`src/rtl/rv32i_mem_stage.sv`:
```
// RV32I memory-access stage: registers the EX/MEM boundary, runs byte/half/word
// loads and stores over a req/ack data port, and hands aligned results to writeback.
module rv32i_mem_stage #(
  parameter int unsigned WAIT_TIMEOUT = 16
) (
  input  logic        Clk,
  input  logic        Reset_n,
  input  logic        EX_Valid,
  input  logic [31:0] EX_ALU_result,
  input  logic [31:0] EX_Rs2_data,
  input  logic        EX_Mem_rd_en,
  input  logic        EX_Mem_wr_en,
  input  logic [2:0]  EX_Mem_op,
  input  logic        EX_RegFile_wr_en,
  input  logic        EX_MemToReg,
  input  logic [4:0]  EX_Rd_addr,
  output logic        Dmem_req,
  output logic        Dmem_we,
  output logic [31:0] Dmem_addr,
  output logic [31:0] Dmem_wdata,
  output logic [3:0]  Dmem_be,
  input  logic [31:0] Dmem_rdata,
  input  logic        Dmem_ack,
  output logic        MEM_Stall,
  output logic        MEM_Valid,
  output logic [31:0] MEM_ALU_result,
  output logic [31:0] MEM_Load_data,
  output logic        MEM_RegFile_wr_en,
  output logic        MEM_MemToReg,
  output logic [4:0]  MEM_Rd_addr,
  output logic        MEM_Fault
);

  localparam int unsigned CNT_W = (WAIT_TIMEOUT > 1) ? $clog2(WAIT_TIMEOUT) : 1;

  localparam logic [2:0] OP_B  = 3'b000;
  localparam logic [2:0] OP_H  = 3'b001;
  localparam logic [2:0] OP_W  = 3'b010;
  localparam logic [2:0] OP_BU = 3'b100;
  localparam logic [2:0] OP_HU = 3'b101;

  typedef enum logic {IDLE, BUSY} state_t;

  state_t             state_q, state_d;
  logic [CNT_W-1:0]   cnt_q, cnt_d;
  logic               req_q, req_d;
  logic               we_q, we_d;
  logic [31:0]        addr_q, addr_d;
  logic [31:0]        wdata_q, wdata_d;
  logic [3:0]         be_q, be_d;
  logic [31:0]        lat_alu_q, lat_alu_d;
  logic [2:0]         lat_op_q, lat_op_d;
  logic [4:0]         lat_rd_q, lat_rd_d;
  logic               lat_rf_we_q, lat_rf_we_d;
  logic               lat_m2r_q, lat_m2r_d;
  logic               valid_q, valid_d;
  logic [31:0]        alu_q, alu_d;
  logic [31:0]        load_q, load_d;
  logic               rf_we_q, rf_we_d;
  logic               m2r_q, m2r_d;
  logic [4:0]         rd_q, rd_d;
  logic               fault_q, fault_d;

  logic               is_mem_c;
  logic               op_bad_c;
  logic               misalign_c;
  logic               timeout_c;

  // Select the addressed lane and extend it according to funct3.
  function automatic logic [31:0] load_extract(input logic [2:0] op,
                                               input logic [1:0] off,
                                               input logic [31:0] w);
    logic [7:0]  b;
    logic [15:0] h;
    case (off)
      2'd0:    b = w[7:0];
      2'd1:    b = w[15:8];
      2'd2:    b = w[23:16];
      default: b = w[31:24];
    endcase
    h = off[1] ? w[31:16] : w[15:0];
    case (op)
      OP_B:    load_extract = {{24{b[7]}}, b};
      OP_BU:   load_extract = {24'd0, b};
      OP_H:    load_extract = {{16{h[15]}}, h};
      OP_HU:   load_extract = {16'd0, h};
      OP_W:    load_extract = w;
      default: load_extract = 32'd0;
    endcase
  endfunction

  // Illegal-op and alignment screening of the incoming instruction.
  always_comb begin
    is_mem_c   = EX_Mem_rd_en | EX_Mem_wr_en;
    op_bad_c   = (EX_Mem_rd_en & EX_Mem_wr_en) ||
                 (EX_Mem_op == 3'b011) || (EX_Mem_op == 3'b110) || (EX_Mem_op == 3'b111) ||
                 (EX_Mem_wr_en & EX_Mem_op[2]);
    misalign_c = ((EX_Mem_op[1:0] == 2'b01) & EX_ALU_result[0]) ||
                 ((EX_Mem_op == OP_W) & (EX_ALU_result[1:0] != 2'b00));
    timeout_c  = (WAIT_TIMEOUT != 0) && (cnt_q == CNT_W'(WAIT_TIMEOUT - 1));
  end

  // Next-state and next-output logic.
  always_comb begin
    state_d     = state_q;
    cnt_d       = cnt_q;
    req_d       = req_q;
    we_d        = we_q;
    addr_d      = addr_q;
    wdata_d     = wdata_q;
    be_d        = be_q;
    lat_alu_d   = lat_alu_q;
    lat_op_d    = lat_op_q;
    lat_rd_d    = lat_rd_q;
    lat_rf_we_d = lat_rf_we_q;
    lat_m2r_d   = lat_m2r_q;
    valid_d     = 1'b0;
    alu_d       = alu_q;
    load_d      = load_q;
    rf_we_d     = rf_we_q;
    m2r_d       = m2r_q;
    rd_d        = rd_q;
    fault_d     = fault_q;

    case (state_q)
      IDLE: begin
        if (EX_Valid) begin
          if (!is_mem_c || op_bad_c || misalign_c) begin
            valid_d = 1'b1;
            alu_d   = EX_ALU_result;
            rd_d    = EX_Rd_addr;
            m2r_d   = EX_MemToReg;
            load_d  = 32'd0;
            fault_d = is_mem_c;
            rf_we_d = is_mem_c ? 1'b0 : EX_RegFile_wr_en;
          end else begin
            state_d     = BUSY;
            cnt_d       = '0;
            req_d       = 1'b1;
            we_d        = EX_Mem_wr_en;
            addr_d      = {EX_ALU_result[31:2], 2'b00};
            lat_alu_d   = EX_ALU_result;
            lat_op_d    = EX_Mem_op;
            lat_rd_d    = EX_Rd_addr;
            lat_rf_we_d = EX_RegFile_wr_en;
            lat_m2r_d   = EX_MemToReg;
            wdata_d     = 32'd0;
            be_d        = 4'b1111;
            if (EX_Mem_wr_en) begin
              case (EX_Mem_op)
                OP_B: begin
                  wdata_d = {4{EX_Rs2_data[7:0]}};
                  be_d    = 4'b0001 << EX_ALU_result[1:0];
                end
                OP_H: begin
                  wdata_d = {2{EX_Rs2_data[15:0]}};
                  be_d    = EX_ALU_result[1] ? 4'b1100 : 4'b0011;
                end
                default: wdata_d = EX_Rs2_data;
              endcase
            end
          end
        end
      end
      BUSY: begin
        if (Dmem_ack || timeout_c) begin
          // Ack takes priority over a coincident timeout.
          state_d = IDLE;
          req_d   = 1'b0;
          valid_d = 1'b1;
          alu_d   = lat_alu_q;
          rd_d    = lat_rd_q;
          m2r_d   = lat_m2r_q;
          fault_d = !Dmem_ack;
          rf_we_d = Dmem_ack ? lat_rf_we_q : 1'b0;
          load_d  = (Dmem_ack && !we_q) ? load_extract(lat_op_q, lat_alu_q[1:0], Dmem_rdata)
                                        : 32'd0;
        end else begin
          cnt_d = cnt_q + CNT_W'(1);
        end
      end
      default: state_d = IDLE;
    endcase
  end

  always_ff @(posedge Clk or negedge Reset_n) begin
    if (!Reset_n) begin
      state_q     <= IDLE;
      cnt_q       <= '0;
      req_q       <= 1'b0;
      we_q        <= 1'b0;
      addr_q      <= 32'd0;
      wdata_q     <= 32'd0;
      be_q        <= 4'd0;
      lat_alu_q   <= 32'd0;
      lat_op_q    <= 3'd0;
      lat_rd_q    <= 5'd0;
      lat_rf_we_q <= 1'b0;
      lat_m2r_q   <= 1'b0;
      valid_q     <= 1'b0;
      alu_q       <= 32'd0;
      load_q      <= 32'd0;
      rf_we_q     <= 1'b0;
      m2r_q       <= 1'b0;
      rd_q        <= 5'd0;
      fault_q     <= 1'b0;
    end else begin
      state_q     <= state_d;
      cnt_q       <= cnt_d;
      req_q       <= req_d;
      we_q        <= we_d;
      addr_q      <= addr_d;
      wdata_q     <= wdata_d;
      be_q        <= be_d;
      lat_alu_q   <= lat_alu_d;
      lat_op_q    <= lat_op_d;
      lat_rd_q    <= lat_rd_d;
      lat_rf_we_q <= lat_rf_we_d;
      lat_m2r_q   <= lat_m2r_d;
      valid_q     <= valid_d;
      alu_q       <= alu_d;
      load_q      <= load_d;
      rf_we_q     <= rf_we_d;
      m2r_q       <= m2r_d;
      rd_q        <= rd_d;
      fault_q     <= fault_d;
    end
  end

  assign MEM_Stall         = (state_q == BUSY);
  assign Dmem_req          = req_q;
  assign Dmem_we           = we_q;
  assign Dmem_addr         = addr_q;
  assign Dmem_wdata        = wdata_q;
  assign Dmem_be           = be_q;
  assign MEM_Valid         = valid_q;
  assign MEM_ALU_result    = alu_q;
  assign MEM_Load_data     = load_q;
  assign MEM_RegFile_wr_en = rf_we_q;
  assign MEM_MemToReg      = m2r_q;
  assign MEM_Rd_addr       = rd_q;
  assign MEM_Fault         = fault_q;

endmodule

```
`config.mk`:
```
export PLATFORM = sky130hd
export DESIGN_NAME = rv32i_mem_stage
export DESIGN_NICKNAME = d
export VERILOG_FILES = /design/src/rtl/rv32i_mem_stage.sv
export SDC_FILE = /design/constraint.sdc
export NUM_CORES = 1
export LEC_CHECK = 0
export CAP_MARGIN = 10
export CORE_MARGIN = 2
export CORE_UTILIZATION = 32
export DETAILED_ROUTE_END_ITERATION = 12
export PLACE_DENSITY_LB_ADDON = 0.25
export SYNTH_ARGS = -nofsm -noshare
export SYNTH_HDL_FRONTEND = slang
export SYNTH_SLANG_ARGS = --single-unit
```
`constraint.sdc`:
```
create_clock -name Clk -period 2.2 [get_ports Clk]
set_input_delay 0.22 -clock Clk [delete_from_list [all_inputs] [get_ports Clk]]
set_output_delay 0.22 -clock Clk [all_outputs]
set_load 0.01 [all_outputs]
```
==> metrics.md, run 1 <==
| Metric | Value |
|---|---|
| Avg Cell Area, Syn | 11.0 um^2 |
| Vias/cell | 4.74 |
| FILL cells | 2184 |
| Combinational share of power | 29.8% |
| Initial antenna violation count | 1 |
| Post-synth EDFFs | 0 |
| Area Growth Syn to Fin | 46.4% |
| Post-synthesis cell count | 687 |
| CTS tree | yes |
| Die H | 157 um |
| Run status | finished, final reports clean |
| CTS sink cnt | 158 |
| H-tree level count | 4 |
| Wire length of the first global-routing pass | 34200 um |
| Crit-path cells | buf_4 > nor2b_1 > and2_0 > a222oi_1 > o2bb2ai_1 |
| Main combinational cell family by area after synthesis | multiplexers |
| CP max-delay cell | and2_0 |
| GR Util All Layers | 17.8% |
| Prevailing post-synth register cell | dfrtp_1 |
| Vias | 5959 |
| CP max stage delay | 0.73 ns |
| Crit share post-route | 91.5% |
| Period minus WS final | 2.01 ns |
| Worst Skew | 0.0130 ns |
| I/O Buffers | 253 |
| CTS buffer count | 17 |
| Critical path peak fanout | 16 |
| Worst-margin pin slew | 0.858 ns |
| Core footprint | 23300 um^2 |
| Congestion Overflow GR | 0 |
| R2R depth | 5 |
| Switching share of power | 29.9% |
| Register area share after synthesis | 52.5% |
| Die X | 157 um |
| Pin count of the biggest net entering global routing | 61 |
| Data required, critical path | 2.54 ns |
| DP HPWL | 15100 um |
| Gp weighted congestion | 0.774 |
| Worst-case vdd ir drop | 0.000425 V |
| HP Class | input pin to asynchronous set/reset pin |
| Synth Cell Area | 7530 um^2 |
| Vias in the first global route | 6084 |
| CP Capture Type | register |
| CP bufs+invs | 1 |
| Final Slew Violations | 0 |
| Internal power | 0.00674 W |
| Commonest non-fill, non-tap cell in the layout | clkdlybuf4s50_1 |
| Ys Warns | 0 |
| Family with the most delay on the worst path | simple AND/OR/NAND/NOR gates |
| R2R Setup Slk | 0.19 ns |
| Synth Area in Compound Gates | 11.1% |
| Area occupied by registers | 3960 um^2 |
| CTS Root Cell | clkbuf_16 |
| Leak Pwr | 4.80 nW |
| Io pins | 256 |
| CTS clock-pin slew for the worst setup and hold paths | 0.07 ns |
| Hold_ws | 0.236 ns |
| Row count | 56 |
| # Max-Cap Violations | 0 |
| Die Area | 24800 um^2 |
| Seq pwr share | 39.2% |
| Post-Synth Adder-Cell Area | 0.166% |
| Clock Latency Late Sink | 0.43 ns |
| Drt first pass iters | 5 |
| Postcts setup bufs | 0 |
| Final count of hold timing violations | 0 |
| Mux contribution to synthesized area | 17.2% |
| Nets | 1037 |
| Count of antenna-violating nets left after detailed routing | 0 |
| Wire per inst | 17.2 um |
| Total Neg Setup Slack | 0 ns |
| Simple-Gate Fraction of Synth Area | 12.2% |
| Clk pwr share | 31.0% |
| Slew Limit Headroom | 42.7% |
| Crit Path Class | register to register |
| Starting density of the core | 32.4% |
| CTS Buffer Depth | 2 |
| Unrepaired setup endpoints after global routing | false |
| Unique cell type count in the Yosys netlist | 43 |
| Psw | 0.00288 W |
| RR Endpoint | MEM_Load_data[7] |
| Final setup vio count | 0 |
| #FFs+latches synth | 158 |
| FMAX | 0.497 GHz |
| PD cells | 873 nW/um^2 |
| Iter 0 DRT Violations | 263 |
| R2R Path Start | lat_op_q[0] |
| Final WL | 21600 um |
| Area occupied by multi-input gates | 3130 um^2 |
| CP arrival | 2.35 ns |
| Drt drc | 0 |
| Ys async rst share | 100% |
| Post-Synth XOR/XNOR Area | 0.233% |
| Commonest non-fill, non-tap cells in the layout | clkdlybuf4s50_1 (252), nand2_1 (178), dfrtp_1 (157) |
| Diode count | 0 |
| Layout cells sized above 1 | 17.9% |
| CP Launch Type | register |
[power by group through the flow]
stage	clock network, W	registers, W	logic [W]
global route	0.00321	0.00385	0.00314
global placement	0	0.00382	0.00287
CTS	0.00307	0.00377	0.00291
finish	0.00298	0.00377	0.00287
detailed placement	0	0.00382	0.00290
floorplan	0	0.00390	0.00136
[timing repair]
| action | 4_1_cts | 5_1_grt |
|---|---|---|
| resized for setup | 0 | 1 |
| setup endpoints to repair | 0 | 16 |
| hold endpoints to repair | 28 | 0 |
| hold buffers | 1 | 0 |
[metal layers]
layer | GRT usage, % | share of wire, % | vias up
met4 | 4.89 | 1.2 | 0
met5 | 0 | 0 | -
met2 | 27.8 | 46 | 201
met1 | 24.1 | 45 | 2877
li1 | - | - | 2860
met3 | 5.37 | 7.1 | 21
[cell families after synthesis]
group / count (synthesis)
buf+inv: 81
fa+ha+maj: 1
flops: 158
compound gates: 114
other cells: 1
simple gates: 220
mux: 110
xor+xnor: 2
[state kept, by name (all words and copies together) (netlist names), 3 cells and up]
register	flops
Dmem_wdata	32
MEM_ALU_result	32
MEM_Load_data	32
lat_alu_q	32
MEM_Rd_addr	5
lat_rd_q	5
Dmem_be	4
cnt_q	4
lat_op_q	3
[cells in the mapped netlist, drive strengths merged, types with 2 or more instances]
cell type,instances,share of area (%)
mux4,8,2.4
o2bb2ai,16,1.9
a2bb2oi,2,0.23
buf,53,5.1
mux2i,24,3.2
a221oi,8,0.93
nor3,3,0.27
dfrtp,158,53
nand2,178,8.9
nand3,22,1.5
o22a,2,0.23
a222oi,8,1.1
a22o,24,2.8
mux2,78,12
inv,4,0.20
nor2,6,0.30
clkbuf,24,1.2
nor2b,3,0.25
a21oi,4,0.27
xor2,2,0.23
o21ai,41,2.7
nor3b,2,0.33
[worst max path at each step]
stage                               endpoint  cells past startpoint        startpoint
after CTS                   MEM_Load_data[2]                      4       lat_op_q[0]
final                       MEM_Load_data[7]                      5       lat_op_q[0]
after floorplan           MEM_ALU_result[10]                      7          cnt_q[0]
after global placement     MEM_Load_data[18]                      7  EX_ALU_result[1]
after detailed placement   MEM_Load_data[25]                      7      EX_Mem_op[2]
after global routing       MEM_Load_data[10]                      5       lat_op_q[0]
[worst register-to-register path, stage by stage (launching register included)]
cell       delay [ns]
dfrtp_1          0.39
buf_4            0.14
nor2b_1          0.24
and2_0           0.73
a222oi_1         0.26
o2bb2ai_1        0.18
[area by class of cell]
type / count / area share (%)
sequential: 158 / 35.9
multi-input combinational: 449 / 28.4
timing repair buffer: 294 / 26.6
clock buffer: 20 / 4.23
tap: 319 / 3.62
clock inverter: 12 / 1.15
inverter: 4 / 0.136
[per-stage QoR]
stage / instances / instance area (um^2) / setup slack, ns / power (W) / utilization, %
global route: 1256 / 11000 / 0.0529 / 0.0102 / 47.4
finish: 1256 / 11000 / 0.187 / 0.00962 / 47.4
floorplan: 688 / 7530 / 0.293 / 0.00526 / -
detailed placement: 1223 / 10400 / 0.0372 / 0.00672 / 44.8
global placement: 1223 / 10400 / 0.0738 / 0.00668 / 44.8
CTS: 1256 / 11000 / 0.0361 / 0.00975 / 47.4
No activity file was read; power rests on OpenSTA's default activity.
==> inputs of run 2 (changes only) <==
Settings changed: CAP_MARGIN 10 to 20, CTS_CLUSTER_DIAMETER set to 150.
==> results of run 2 <==
The final DEF is identical to that of run 1; final timing and power are the same.
==> inputs of run 3 (changes only) <==
Settings changed: CELL_PAD_IN_SITES_DETAIL_PLACEMENT set to 0, CELL_PAD_IN_SITES_GLOBAL_PLACEMENT set to 1, CTS_BUF_LIST set to sky130_fd_sc_hd__clkbuf_4, MAX_ROUTING_LAYER set to met4.
==> run 3 against run 2 <==
Net effect: worst hold slack worse by 0.13 ns; combinational power barely moved; first-iteration DRC count grew 20%; routed wire length is 0.32% lower; largest power group unchanged; critical path depth unchanged; sequential power hardly changed; global-route usage grew 0.39 points; register-to-register slack hardly changed; non-clock buffer count increased by 4; sequential share of layout area grew 0.91 points; core utilization decreased by 1.2 points; setup slack gained 0.0047 ns.
==> metrics.md, run 3 (same netlist as run 1, synthesis figures left out) <==
| Metric | Value |
|---|---|
| Run status | finished, final reports clean |
| Layout cells sized above 1 | 18.1% (+0.14 points) |
| M1 WL | 9740 um (-0.16%) |
| Highest Signal Layer | met4 |
| Crit Path Class | register to register |
| Psw | 0.00271 W (-6.0%) |
| Place WS | -0.0247 ns (-0.0619 ns) |
| Die X | 157 um (unchanged) |
| Worst-case vdd ir drop | 0.000267 V (-37%) |
| Switching share of power | 32.4% (+2.5 points) |
| Crit share post-route | 91.3% (-0.21 points) |
| Drt drc | 0 (unchanged) |
| CTS buffer count | 17 (unchanged) |
| Wire length of the first global-routing pass | 33600 um (-1.6%) |
| Gp weighted congestion | 0.792 (+2.3%) |
| Vias | 5966 (+0.12%) |
| CP max-delay cell | nor2_1 |
| Leak Pwr | 4.68 nW (-2.5%) |
| CP max stage delay | 0.59 ns (-0.14 ns) |
| Critical path peak fanout | 10 (-6) |
| Clock Latency Late Sink | 0.56 ns (+0.13 ns) |
| # Max-Cap Violations | 0 (unchanged) |
| CP Launch Type | register |
| FMAX | 0.498 GHz (+0.23%) |
| PD cells | 777 nW/um^2 (-11%) |
| Pin count of the biggest net entering global routing | 82 (+34%) |
| Wire per inst | 17.0 um (-0.72%) |
| Hold_ws | 0.109 ns (-0.127 ns) |
| Clk pwr share | 20.3% (-11 points) |
| Final count of hold timing violations | 0 (unchanged) |
| HP Class | input pin to asynchronous set/reset pin |
| Nets | 1041 (+0.39%) |
| Drt first pass iters | 5 (unchanged) |
| Iter 0 DRT Violations | 316 (+20%) |
| CP Capture Type | register |
| Crit-path cells | buf_4 > nor2_1 > and3b_1 > a221oi_1 > o2bb2ai_1 |
| Initial antenna violation count | 1 (unchanged) |
| Commonest non-fill, non-tap cell in the layout | clkdlybuf4s50_1 |
| DP HPWL | 15200 um (+0.89%) |
| Core footprint | 23300 um^2 (unchanged) |
| Final Slew Violations | 0 (unchanged) |
| Die Area | 24800 um^2 (unchanged) |
| Final worst slack | 0.192 ns (+0.00468 ns) |
| CTS sink cnt | 158 (unchanged) |
| Combinational share of power | 34.7% (+4.9 points) |
| Unrepaired setup endpoints after global routing | false |
| Row count | 56 (unchanged) |
| Die H | 157 um (unchanged) |
| Commonest non-fill, non-tap cells in the layout | clkdlybuf4s50_1 (252), nand2_1 (178), dfrtp_1 (157) |
| Worst-margin pin slew | 0.764 ns (-0.0939 ns) |
| Wire length on met2 | 10000 um (+0.47%) |
| Final WL | 21500 um (-0.32%) |
| CTS Root Cell | clkbuf_4 |
| Seq pwr share | 45.0% (+5.8 points) |
| FILL cells | 2258 (+3.4%) |
| Io pins | 256 (unchanged) |
| R2R Setup Slk | 0.19 ns (about the same) |
| CTS clock-pin slew for the worst setup and hold paths | 0.14 ns (+0.07 ns) |
| Area Growth Syn to Fin | 42.8% |
| Vias in the first global route | 6036 (-0.79%) |
| Congestion Overflow GR | 0 (unchanged) |
| GR Util All Layers | 18.2% (+0.39 points) |
| Starting density of the core | 32.4% (unchanged) |
| Slew Limit Headroom | 48.8% (+6.1 points) |
| CTS Buffer Depth | 2 (unchanged) |
| Met3 WL post-DR | 1430 um (-6.7%) |
| Internal power | 0.00565 W (-16%) |
| Count of antenna-violating nets left after detailed routing | 0 (unchanged) |
| Worst Skew | 0.0345 ns (+0.0214 ns) |
| Vias/cell | 4.73 (-0.28%) |
| Final setup vio count | 0 (unchanged) |
| I/O Buffers | 253 (unchanged) |
| Period minus WS final | 2.01 ns (-0.00468 ns) |
| CTS tree | yes |
| Data required, critical path | 2.68 ns (+0.14 ns) |
| CP arrival | 2.49 ns (+0.14 ns) |
| H-tree level count | 4 (unchanged) |
==> run 3: per-stage QoR <==
| stage | cell area, um^2 | TNS [ns] | util, % | power (W) | instances |
|---|---|---|---|---|---|
| detailed placement | 10500 | -0.494 | 45.0 | 0.00675 | 1226 |
| global route | 10800 | 0 | 46.2 | 0.00892 | 1261 |
| CTS | 10700 | 0 | 46.2 | 0.00850 | 1260 |
| floorplan | 7530 | 0 | - | 0.00526 | 688 |
| global placement | 10500 | 0 | 45.0 | 0.00672 | 1226 |
| finish | 10800 | 0 | 46.2 | 0.00836 | 1261 |
==> run 3: final cells by class <==
cell class                 instances  area, um^2  share of cell area [%]
clock inverter                    15         136                    1.27
tap                              319         399                    3.71
antenna                            1        2.50                  0.0233
timing repair buffer             298        2990                    27.8
sequential                       158        3960                    36.8
multi-input combinational        449        3130                    29.1
clock buffer                      17         128                    1.19
inverter                           4        15.0                   0.140
==> run 3: layer usage <==
metal  vias up  global-route usage (%)
li1       2872                       -
met5         -                       -
met4         0                    5.41
met1      2881                    23.8
met2       193                    27.7
met3        20                    4.98
==> run 3: worst paths after layout <==
kind,startpoint,cells past startpoint,endpoint
setup reg to reg,lat_op_q[0],5,MEM_Load_data[9]
hold / removal,Reset_n,2,MEM_ALU_result[9]
min in group Clk,EX_ALU_result[29],3,lat_alu_q[29]
setup / recovery,lat_op_q[0],5,MEM_Load_data[9]
max in group asynchronous,Reset_n,3,Dmem_wdata[12]
hold reg to reg,lat_rd_q[3],2,lat_rd_q[3]
==> run 3: repair_timing <==
item	4_1_cts	5_1_grt
hold endpoints to repair	158	0
resized for setup	0	2
endpoints found under the setup margin	1	16
hold buffers	1	0
setup buffers	1	0
==> run 3: power groups by stage <==
stage	logic, W	clock network [W]	registers (W)
2_1_floorplan	0.00136	0	0.00390
3_3_place_gp	0.00291	0	0.00382
3_5_place_dp	0.00293	0	0.00382
4_1_cts	0.00295	0.00179	0.00376
5_1_grt	0.00317	0.00190	0.00384
6_report	0.00290	0.00169	0.00376
==> run 3: worst max-delay path, delay by kind of cell, from the launching register on <==
| kind | cells | cell delay, ns |
|---|---|---|
| flip-flops | 1 | 0.43 |
| buffers and inverters | 1 | 0.15 |
| AND/OR/NAND/NOR | 2 | 1.04 |
| AO/OA/AOI/OAI | 2 | 0.32 |
